<file path="config.mk">
export PLATFORM = sky130hd
export DESIGN_NAME = br_flow_xbar_rr_return
export DESIGN_NICKNAME = d
export VERILOG_FILES = /design/src/rtl/br_flow_xbar_rr_return.sv
export SDC_FILE = /design/constraint.sdc
export NUM_CORES = 1
export LEC_CHECK = 0
export CAP_MARGIN = 20
export CORE_AREA = 3 3 40 42
export CTS_CLUSTER_SIZE = 30
export DETAILED_ROUTE_END_ITERATION = 10
export DIE_AREA = 0 0 43 45
export SLEW_MARGIN = 20
export SYNTH_ARGS = -nofsm -noshare
export SYNTH_HDL_FRONTEND = slang
export SYNTH_SLANG_ARGS = --single-unit
</file>
<file path="constraint.sdc">
create_clock -name clk -period 1.3 [get_ports clk]
set_clock_uncertainty 0.15 [all_clocks]
set_input_delay 0.195 -clock clk [delete_from_list [all_inputs] [get_ports clk]]
set_output_delay 0.195 -clock clk [all_outputs]
set_load 0.05 [all_outputs]
</file>
<file path="src/rtl/br_flow_xbar_rr_return.sv">
// Return-path crossbar: routes responder pushes to initiator pops by push_src_id, one RR arbiter per pop.
// Optional per-pop stall counters (stall_cnt port) when BR_FLOW_XBAR_RETURN_STALL_CNT_EN is defined.
`timescale 1ns/1ps
module br_flow_xbar_rr_return #(
  parameter int NumPushFlows = 2,
  parameter int NumPopFlows  = 2,
  parameter int Width        = 1,
  localparam int SrcIdWidth  = $clog2(NumPopFlows)
) (
  input  logic                                     clk,
  input  logic                                     rst_n,
  input  logic [NumPushFlows-1:0]                  push_valid,
  output logic [NumPushFlows-1:0]                  push_ready,
  input  logic [NumPushFlows-1:0][Width-1:0]       push_data,
  input  logic [NumPushFlows-1:0][SrcIdWidth-1:0]  push_src_id,
  output logic [NumPopFlows-1:0]                   pop_valid,
  input  logic [NumPopFlows-1:0]                   pop_ready,
  output logic [NumPopFlows-1:0][Width-1:0]        pop_data
`ifdef BR_FLOW_XBAR_RETURN_STALL_CNT_EN
  ,
  output logic [NumPopFlows-1:0][15:0]             stall_cnt
`endif
);

  localparam int PtrWidth = (NumPushFlows > 1) ? $clog2(NumPushFlows) : 1;
  localparam logic [SrcIdWidth:0] NumPopFlowsId = (SrcIdWidth+1)'(NumPopFlows);

  logic [NumPushFlows-1:0]                    src_in_range;
  logic [NumPopFlows-1:0][NumPushFlows-1:0]   request;
  logic [NumPopFlows-1:0][NumPushFlows-1:0]   grant;
  logic [NumPopFlows-1:0]                     any_grant;
  logic [NumPopFlows-1:0][PtrWidth-1:0]       winner;
  logic [NumPopFlows-1:0]                     load;

  logic [NumPopFlows-1:0][PtrWidth-1:0]       ptr_q, ptr_d;
  logic [NumPopFlows-1:0]                     pop_valid_q, pop_valid_d;
  logic [NumPopFlows-1:0][Width-1:0]          pop_data_q, pop_data_d;

  always_comb begin
    src_in_range = '0;
    request      = '0;
    for (int i = 0; i < NumPushFlows; i++) begin
      src_in_range[i] = ({1'b0, push_src_id[i]} < NumPopFlowsId);
      for (int j = 0; j < NumPopFlows; j++) begin
        request[j][i] = push_valid[i] && (push_src_id[i] == SrcIdWidth'(j));
      end
    end
  end

  always_comb begin
    for (int j = 0; j < NumPopFlows; j++) begin
      load[j] = !pop_valid_q[j] || pop_ready[j];
    end
  end

  // Search starts at ptr_q and wraps; the first requester found wins.
  always_comb begin
    int idx;
    idx       = 0;
    grant     = '0;
    any_grant = '0;
    winner    = '0;
    for (int j = 0; j < NumPopFlows; j++) begin
      for (int k = 0; k < NumPushFlows; k++) begin
        idx = int'(ptr_q[j]) + k;
        if (idx >= NumPushFlows) idx = idx - NumPushFlows;
        if (!any_grant[j] && request[j][idx]) begin
          any_grant[j]   = 1'b1;
          grant[j][idx]  = 1'b1;
          winner[j]      = PtrWidth'(idx);
        end
      end
    end
  end

  always_comb begin
    push_ready = '0;
    for (int i = 0; i < NumPushFlows; i++) begin
      if (rst_n && src_in_range[i]) begin
        push_ready[i] = grant[push_src_id[i]][i] && load[push_src_id[i]];
      end
    end
  end

  // A stage with no winner but free to load drains to empty; data is left as-is.
  always_comb begin
    ptr_d       = ptr_q;
    pop_valid_d = pop_valid_q;
    pop_data_d  = pop_data_q;
    for (int j = 0; j < NumPopFlows; j++) begin
      if (load[j]) begin
        pop_valid_d[j] = any_grant[j];
        if (any_grant[j]) begin
          pop_data_d[j] = push_data[winner[j]];
          ptr_d[j]      = (int'(winner[j]) == NumPushFlows - 1) ? '0 : winner[j] + 1'b1;
        end
      end
    end
  end

  always_ff @(posedge clk or negedge rst_n) begin
    if (!rst_n) begin
      ptr_q       <= '0;
      pop_valid_q <= '0;
      pop_data_q  <= '0;
    end else begin
      ptr_q       <= ptr_d;
      pop_valid_q <= pop_valid_d;
      pop_data_q  <= pop_data_d;
    end
  end

  assign pop_valid = pop_valid_q;
  assign pop_data  = pop_data_q;

`ifdef BR_FLOW_XBAR_RETURN_STALL_CNT_EN
  logic [NumPopFlows-1:0][15:0] stall_cnt_q, stall_cnt_d;

  always_comb begin
    stall_cnt_d = stall_cnt_q;
    for (int j = 0; j < NumPopFlows; j++) begin
      if (pop_valid_q[j] && !pop_ready[j] && (stall_cnt_q[j] != 16'hFFFF)) begin
        stall_cnt_d[j] = stall_cnt_q[j] + 16'd1;
      end
    end
  end

  always_ff @(posedge clk or negedge rst_n) begin
    if (!rst_n) begin
      stall_cnt_q <= '0;
    end else begin
      stall_cnt_q <= stall_cnt_d;
    end
  end

  assign stall_cnt = stall_cnt_q;
`endif

`ifndef SYNTHESIS
  for (genvar gi = 0; gi < NumPushFlows; gi++) begin : g_push_chk
    a_src_id_range: assert property (@(posedge clk) disable iff (!rst_n)
      push_valid[gi] |-> src_in_range[gi]);
    a_push_hold: assert property (@(posedge clk) disable iff (!rst_n)
      (push_valid[gi] && !push_ready[gi]) |=>
        (push_valid[gi] && $stable(push_data[gi]) && $stable(push_src_id[gi])));
  end
  for (genvar gj = 0; gj < NumPopFlows; gj++) begin : g_pop_chk
    a_pop_hold: assert property (@(posedge clk) disable iff (!rst_n)
      (pop_valid[gj] && !pop_ready[gj]) |=> (pop_valid[gj] && $stable(pop_data[gj])));
  end
`endif

endmodule

</file>
* Word-level counts from Yosys, hierarchy flattened
Index checks and enable logic that the tools add are counted.
Operators by class: multiply operators 0, div/mod/pow operators 0, add/subtract/negate cells 8, shift operators 0, reduce and logical (&&, ||, !) cells 20, bitwise logic cells 4, mux-type cells 52, $lt $le $gt $ge 16, eq/ne operators 0
Operators by type and width (number):
- $ge A32 B1 Y1 const B | 4
- $lt A32 B3 Y1 const B | 4
- $mux W32 | 4
- $mux W1 | 38
- $logic_and A1 B1 Y1 | 12
- $mux W2 | 6
- $lt A1 B2 Y1 const B | 4
- $sub A1 B2 Y3 const B | 2
- $sub A2 B2 Y3 const B | 2
- $add A1 B1 Y2 const B | 2
- $demux W1 S1 | 4
- $ge A1 B2 Y1 const B | 2
- $ge A2 B2 Y1 const B | 2
- $logic_not A1 Y1 | 4
- $or A2 B2 Y2 | 2
- $reduce_and A2 Y1 | 2
- $add A1 B1 Y1 const B | 2
- $logic_or A1 B1 Y1 | 2
- $not A1 Y1 | 2
Storage, ports and cells: bits in latches 0, output and inout bits 6, bits in read-only memories 0, bits in writable memories 0, memories 0, bits in registers 6

* Depth between registers and ports, before layout
Gate-level depths: netlist of run 1.
word-level depth 13, gate-level depth with buffers 4, mapped depth without buffers 4

* Worst setup path after synthesis of run 1
OpenSTA, ideal clock, no wires.
path kind reg2out, from register pop_valid_q[0], in the netlist pop_valid[0], to output port push_ready[0], stages on the path, launching flop included 5, setup slack -0.761 ns, arrival 1.716 ns, path through dfrtp_1 -> nor2b_1 -> a211oi_1 -> a21oi_1 -> nor2_1
On the way: cells in the longest elaborated chain, start to end 6
RTL lines:
- start, declared | line 36 | logic [NumPopFlows-1:0] pop_valid_q, pop_valid_d;
- start signal, assigned | line 108 | pop_valid_q <= pop_valid_d;
- $logic_not A1 Y1 | line 52 | load[j] = !pop_valid_q[j] || pop_ready[j];
- $logic_or A1 B1 Y1 | line 52
- $mux W1 (not written as such) (2 in series) | line 80 | push_ready[i] = grant[push_src_id[i]][i] && load[push_src_id[i]];
- $logic_and A1 B1 Y1 | line 80
- $mux W1 | line 79 | if (rst_n && src_in_range[i]) begin
- end, declared | line 13 | output logic [NumPushFlows-1:0] push_ready,
Every way passes these cells. The select of a mux whose other input is x is not followed.

* Worst setup path in the final report of run 1
from register pop_valid_q[1], in the netlist pop_valid[1], to output port push_ready[0]
Same word-level chain as after synthesis.

==> results_dict.tcl, run 1 <==
set metrics [dict create \
    cts_hold_repair.buffers 0 \
    synth_xor_xnor_area_share 0 \
    grtUsageMet1 0.137 \
    commonest_non_fill_non_tap_cells_in_the_layout "sky130_fd_sc_hd__buf_4, sky130_fd_sc_hd__buf_12, sky130_fd_sc_hd__clkdlybuf4s50_1, sky130_fd_sc_hd__dlygate4sd2_1" \
    power_frac_comb 0.457 \
    synth_largest_area_cell "sky130_fd_sc_hd__dfrtp_1" \
    irDropWorstVdd_uv 579 \
    final_antenna_net_count 0 \
    globalRoute.busiestLayer "met2" \
    synth_area_in_simple_gates 0.215 \
    sequentialPowerShare 0.320 \
    n_fill_cell 113 \
    routed_wire_length_per_instance_um 11.8 \
    place.port_buffers 15 \
    dieHeight_um 45 \
    number_of_global_route_vias_before_repair 417 \
    synth-compound-area-share 0.287 \
    combinational_family_with_the_most_area_after_synthesis "compound AO/OA/AOI/OAI gates" \
    data_arrival_at_the_endpoint_of_the_critical_path_ns 1.29 \
    die_ar_sq_um 1940 \
    cap_violations 0 \
    path_class "flop to primary output" \
    final_period_minus_worst_setup_slack_ns 1.63 \
    synth_sequential_area_ratio 0.430 \
    clock_power_share 0.223 \
    post-route-period-util 1.26 \
    worst_setup_path_end_kind "primary output" \
    floorplan.rows 13 \
    coreArea_sq_um 1280 \
    synth_top_area_share 0.430 \
    final_core_util 0.611 \
    worst_slew_pin_slew_ns 0.212 \
    first_iter_violations 4 \
    synth_fa_ha_area_frac 0 \
    avgViaCountPerCell 4.76 \
    cp_data_required_time_ns 0.95 \
    worst-path-max-fanout 3 \
    syn-cell-area_sq_um 349 \
    finalSetupViolCount 2 \
    dp_hpwl_um 798 \
    syn_area_per_cell_sq_um 9.97 \
    num_io_pins 16 \
    maximum_number_of_pins_on_one_net_before_global_route_repair 6 \
    post_synth_inst_count 35 \
    final_common_cell "sky130_fd_sc_hd__buf_4" \
    clkSlewWorstSetupHoldPaths_ns 0.05 \
    dr_total_vias 395 \
    hold_class "input pin to asynchronous set/reset pin" \
    violations "setup timing" \
    cts_htree_levels 1 \
    grt.met2_usage 0.210 \
    routabilityCongestion 0.721 \
    grt_first_pass_wirelength_um 1730 \
    antenna-diode-count 0 \
    synth_fp_nets 45 \
    clk_root_buffer_cell "sky130_fd_sc_hd__clkbuf_4" \
    route.final.wire_length_um 978 \
    floorplan.initialDensity 0.272 \
    netSwitchingFraction 0.347 \
    run_status "finished, violations left" \
    intPower_mw 0.518 \
    clockBufferDepth 2 \
    met3_usage 0.0359 \
    max_transition_viols_final 0 \
    number_of_antenna_violations_at_the_first_check_in_global_routing 0 \
    pre_repair_dr_iteration_count 4 \
    type_of_origin_of_the_critical_path "flop" \
    grt_overflow_total 0 \
    netSwitchingPower_mw 0.275 \
    final.hold.worst_slack_ns 0.208 \
    area_delta_synth_final_pct 125 \
    num-nets-final 80 \
    drive_gt1_frac 0.618 \
    power_density_nw_per_um2 1010 \
    cellLeakagePower_nw 0.347 \
    rsz0062_at_grt "true" \
    synth_area_leaders "sky130_fd_sc_hd__dfrtp_1, sky130_fd_sc_hd__a21oi_1, sky130_fd_sc_hd__mux2i_1" \
    syn_warnings 0 \
    clk_latency_ns 0.25 \
    fmax_mhz 613 \
    die-width_um 43 \
    worst_slack_ns -0.332 \
    cts_tree "done" \
    synthMuxAreaShare 0.0573 \
    maxSlewHeadroom 0.858 \
    timing_hold_violations_final 0 \
    remaining_routing_drc_violations 0 \
    yosys.cell_types.count 19 \
    clock-sinks 6 \
    clock_buffer_count_from_cts 3 \
    gr-usage-all-layers 0.125 \
    flip_flop_and_latch_count_after_synthesis 6 \
]
[cell type report]
type / count / area [sq um] / share of cell area
multi-input cells: 28 / 264 / 0.337
repair buffers: 30 / 322 / 0.410
well taps: 15 / 18.8 / 0.0239
inverters: 1 / 3.75 / 0.00478
clock buffers: 3 / 22.5 / 0.0287
flip-flops and latches: 6 / 154 / 0.196
[cell families after synthesis]
group	after synthesis
muxes	2
and+or+nand+nor	13
buffers and inverters	1
AOI/OAI and AO/OA	13
DFF	6
[Yosys cell counts]
library cell / instances
sky130_fd_sc_hd__nand3_1: 1
sky130_fd_sc_hd__nand2b_4: 1
sky130_fd_sc_hd__a31oi_1: 1
sky130_fd_sc_hd__nor2_1: 3
sky130_fd_sc_hd__dfrtp_1: 6
sky130_fd_sc_hd__o22ai_1: 1
sky130_fd_sc_hd__o21bai_4: 1
sky130_fd_sc_hd__a21oi_1: 5
sky130_fd_sc_hd__o21ai_2: 1
sky130_fd_sc_hd__a211oi_1: 1
sky130_fd_sc_hd__nand2_1: 2
sky130_fd_sc_hd__o22a_1: 2
sky130_fd_sc_hd__nand2b_1: 1
sky130_fd_sc_hd__nand2_2: 1
sky130_fd_sc_hd__a221o_1: 1
sky130_fd_sc_hd__and2_1: 1
sky130_fd_sc_hd__nor2b_1: 3
sky130_fd_sc_hd__mux2i_1: 2
sky130_fd_sc_hd__inv_1: 1
[sequential cells by signal, indices dropped and copies added, names as in the netlist]
signal,flops
pop_data,2
pop_valid,2
ptr_q,2
[stage by stage]
step,total power [mW],cells,worst slack [ns],area (sq um),TNS [ns]
finish,0.793,83,-0.332,785,-0.642
floorplan,0.403,35,-0.227,385,-0.318
CTS,0.786,82,-0.359,752,-0.666
detailed placement,0.601,79,-0.488,719,-2.46
global placement,0.597,79,-0.486,719,-2.39
global route,0.837,83,-0.370,785,-0.726
[layer usage]
layer	part of all wire	vias to the layer above	routed length (um)
li1	-	196	-
met1	0.41	178	397
met2	0.47	17	464
met3	0.10	4	98
met4	0.018	0	18
met5	0	-	0
[worst max-delay path, stage by stage, from the launching register on]
cell,delay [ns]
sky130_fd_sc_hd__dfrtp_2,0.41
sky130_fd_sc_hd__nor2b_4,0.15
sky130_fd_sc_hd__a31oi_4,0.15
sky130_fd_sc_hd__a21oi_2,0.09
sky130_fd_sc_hd__nor2_4,0.10
sky130_fd_sc_hd__buf_12,0.14
[worst paths after layout]
path | from | to | slack (ns) | cells past startpoint
hold reg to reg | ptr_q[0]$_DFFE_PN0P_ | ptr_q[0]$_DFFE_PN0P_ | 0.41 | 1
setup / recovery | pop_valid[1]$_DFFE_PN0N_ | push_ready[0] | -0.33 | 5
hold / removal | rst_n | pop_data[0]$_DFFE_PN0P_ | 0.21 | 2
min in group clk | push_valid[1] | pop_valid[1]$_DFFE_PN0N_ | 0.34 | 3
max in group asynchronous | rst_n | pop_valid[0]$_DFFE_PN0N_ | 0.67 | 2
setup reg to reg | ptr_q[1]$_DFFE_PN0P_ | pop_data[1]$_DFFE_PN0P_ | 0.05 | 4
[timing repair]
item | in CTS | in global routing
hold endpoints to repair | 0 | 0
resized for setup | 8 | 5
buffers inserted | 0 | 1
setup endpoints to repair | 6 | 5
pin swaps | 1 | 1
[power by group through the flow]
| stage | clock network, mW | logic (mW) | registers (mW) |
|---|---|---|---|
| after global routing | 0.196 | 0.382 | 0.259 |
| after global placement | 0 | 0.346 | 0.251 |
| after detailed placement | 0 | 0.349 | 0.253 |
| after CTS | 0.184 | 0.351 | 0.251 |
| after floorplan | 0 | 0.0981 | 0.305 |
| final | 0.177 | 0.363 | 0.254 |
Note: power is estimated with default switching activity, not from simulation.
==> run 2, diff against run 1 <==
Settings changed: SKIP_CTS_REPAIR_TIMING from default to 1.
==> run 2 against run 1 <==
Cell count down 1.2%. Global-route usage shrank 0.50 points. Highest routed layer unchanged. Clock power about the same. Worst hold slack about the same. Routed wire length shrank 5.5%. The run still ends with setup timing left. Setup slack got worse by 0.013 ns.
==> results_dict.tcl, run 2 (synthesis gave the netlist of run 1 again) <==
set metrics [dict create \
    cp_data_required_time_ns 0.95 \
    final_antenna_net_count 0 \
    first_iter_violations 1 \
    cap_violations 0 \
    routed_wire_length_per_instance_um 11.3 \
    worstReg2RegEnd "pop_data[0]$_DFFE_PN0P_" \
    floorplan.rows 13 \
    dr_total_vias 391 \
    final_common_cell "sky130_fd_sc_hd__buf_4" \
    drive_gt1_frac 0.612 \
    post_layout_total_power_mw 0.782 \
    gr-usage-all-layers 0.120 \
    critPathMaxStageDelay_ns 0.41 \
    cts_tree "done" \
    num-nets-final 79 \
    routabilityCongestion 0.721 \
    floorplan.initialDensity 0.272 \
    worst-path-max-fanout 3 \
    type_of_origin_of_the_critical_path "flop" \
    hold_class "input pin to asynchronous set/reset pin" \
    number_of_global_route_vias_before_repair 399 \
    cellLeakagePower_nw 0.371 \
    num_io_pins 16 \
    commonest_non_fill_non_tap_cells_in_the_layout "sky130_fd_sc_hd__buf_4, sky130_fd_sc_hd__buf_12, sky130_fd_sc_hd__clkdlybuf4s50_1, sky130_fd_sc_hd__dlymetal6s2s_1" \
    grt_first_pass_wirelength_um 1650 \
    n_fill_cell 112 \
    multi_input_comb_area_sq_um 255 \
    avgViaCountPerCell 4.77 \
    timing_hold_violations_final 0 \
    clk_root_buffer_cell "sky130_fd_sc_hd__clkbuf_4" \
    worst_slew_pin_slew_ns 0.212 \
    violations "setup timing" \
    worst_slack_ns -0.345 \
    regToRegStartpoint "ptr_q[0]$_DFFE_PN0P_" \
    regArea_sq_um 154 \
    post-route-period-util 1.27 \
    path_class "flop to primary output" \
    remaining_routing_drc_violations 0 \
    final.setup.tns_ns -0.643 \
    die_ar_sq_um 1940 \
    maximum_number_of_pins_on_one_net_before_global_route_repair 6 \
    maxSlewHeadroom 0.858 \
    clock_buffer_count_from_cts 3 \
    number_of_antenna_violations_at_the_first_check_in_global_routing 0 \
    die-width_um 43 \
    clk_latency_ns 0.25 \
    cts_htree_levels 1 \
    dp_hpwl_um 798 \
    clockBufferDepth 2 \
    place.port_buffers 15 \
    final_core_util 0.607 \
    max_transition_viols_final 0 \
    timing.reg2reg.setup_slack_ns 0.08 \
    antenna-diode-count 0 \
    route.final.wire_length_um 924 \
    coreArea_sq_um 1280 \
    area_delta_synth_final_pct 123 \
    power_density_nw_per_um2 1000 \
    run_status "finished, violations left" \
    worst_setup_path_end_kind "primary output" \
    critical_path_buf_inv_count 1 \
    grt_overflow_total 0 \
    fmax_mhz 608 \
    clkSlewWorstSetupHoldPaths_ns 0.05 \
    irDropWorstVdd_uv 573 \
    path_cells "nor2b_4 > a31oi_2 > a21oi_2 > nor2_4 > buf_12" \
    clock-sinks 6 \
    data_arrival_at_the_endpoint_of_the_critical_path_ns 1.30 \
    worstRegToRegCells 4 \
    crit_slowest_cell "sky130_fd_sc_hd__dfrtp_2" \
    pre_repair_dr_iteration_count 3 \
    dieHeight_um 45 \
    final_period_minus_worst_setup_slack_ns 1.64 \
    finalSetupViolCount 2 \
    cpLargestDelayFamily "flip-flops" \
    rsz0062_at_grt "true" \
]
run 2: power by group:
part	total, mW	internal (mW)	switching, mW	leakage, nW
clock network	0.175	0.105	0.0706	0.0138
registers	0.251	0.219	0.0330	0.0638
logic	0.355	0.191	0.164	0.293
total	0.782	0.514	0.267	0.371
run 2: how the worst max path moves through the flow:
stage	depth (start not counted)	to	start	slack, ns
6_report	5	push_ready[0]	pop_valid[1]$_DFFE_PN0N_	-0.34
5_1_grt	5	push_ready[0]	pop_valid[1]$_DFFE_PN0N_	-0.39
4_1_cts	6	push_ready[1]	push_valid[1]	-0.50
3_5_place_dp	6	push_ready[1]	push_valid[1]	-0.49
3_3_place_gp	6	push_ready[1]	push_valid[1]	-0.49
2_1_floorplan	4	push_ready[0]	pop_valid[1]$_DFFE_PN0N_	-0.23
run 2: final cells by class:
cell class | instances | area share
Timing Repair Buffer | 29 | 0.417
Multi-Input combinational cell | 28 | 0.327
Sequential cell | 6 | 0.197
Clock buffer | 3 | 0.0289
Tap cell | 15 | 0.0241
Inverter | 1 | 0.00482
run 2: routing by layer:
layer | vias to the layer above | track usage | routed length, um
li1 | 194 | - | -
met1 | 176 | 0.134 | 372
met2 | 16 | 0.195 | 434
met3 | 5 | 0.0359 | 90
met4 | 0 | 0.0904 | 27
met5 | - | 0 | 0
run 2: per-stage QoR:
| step | worst slack, ns | hold slack, ns | instances | cell area (sq um) |
|---|---|---|---|---|
| 2_1_floorplan | -0.227 | -0.251 | 35 | 385 |
| 3_3_place_gp | -0.486 | 0.398 | 79 | 719 |
| 3_5_place_dp | -0.488 | 0.402 | 79 | 719 |
| 4_1_cts | -0.496 | 0.201 | 82 | 742 |
| 5_1_grt | -0.394 | 0.218 | 82 | 779 |
| 6_report | -0.345 | 0.208 | 82 | 779 |
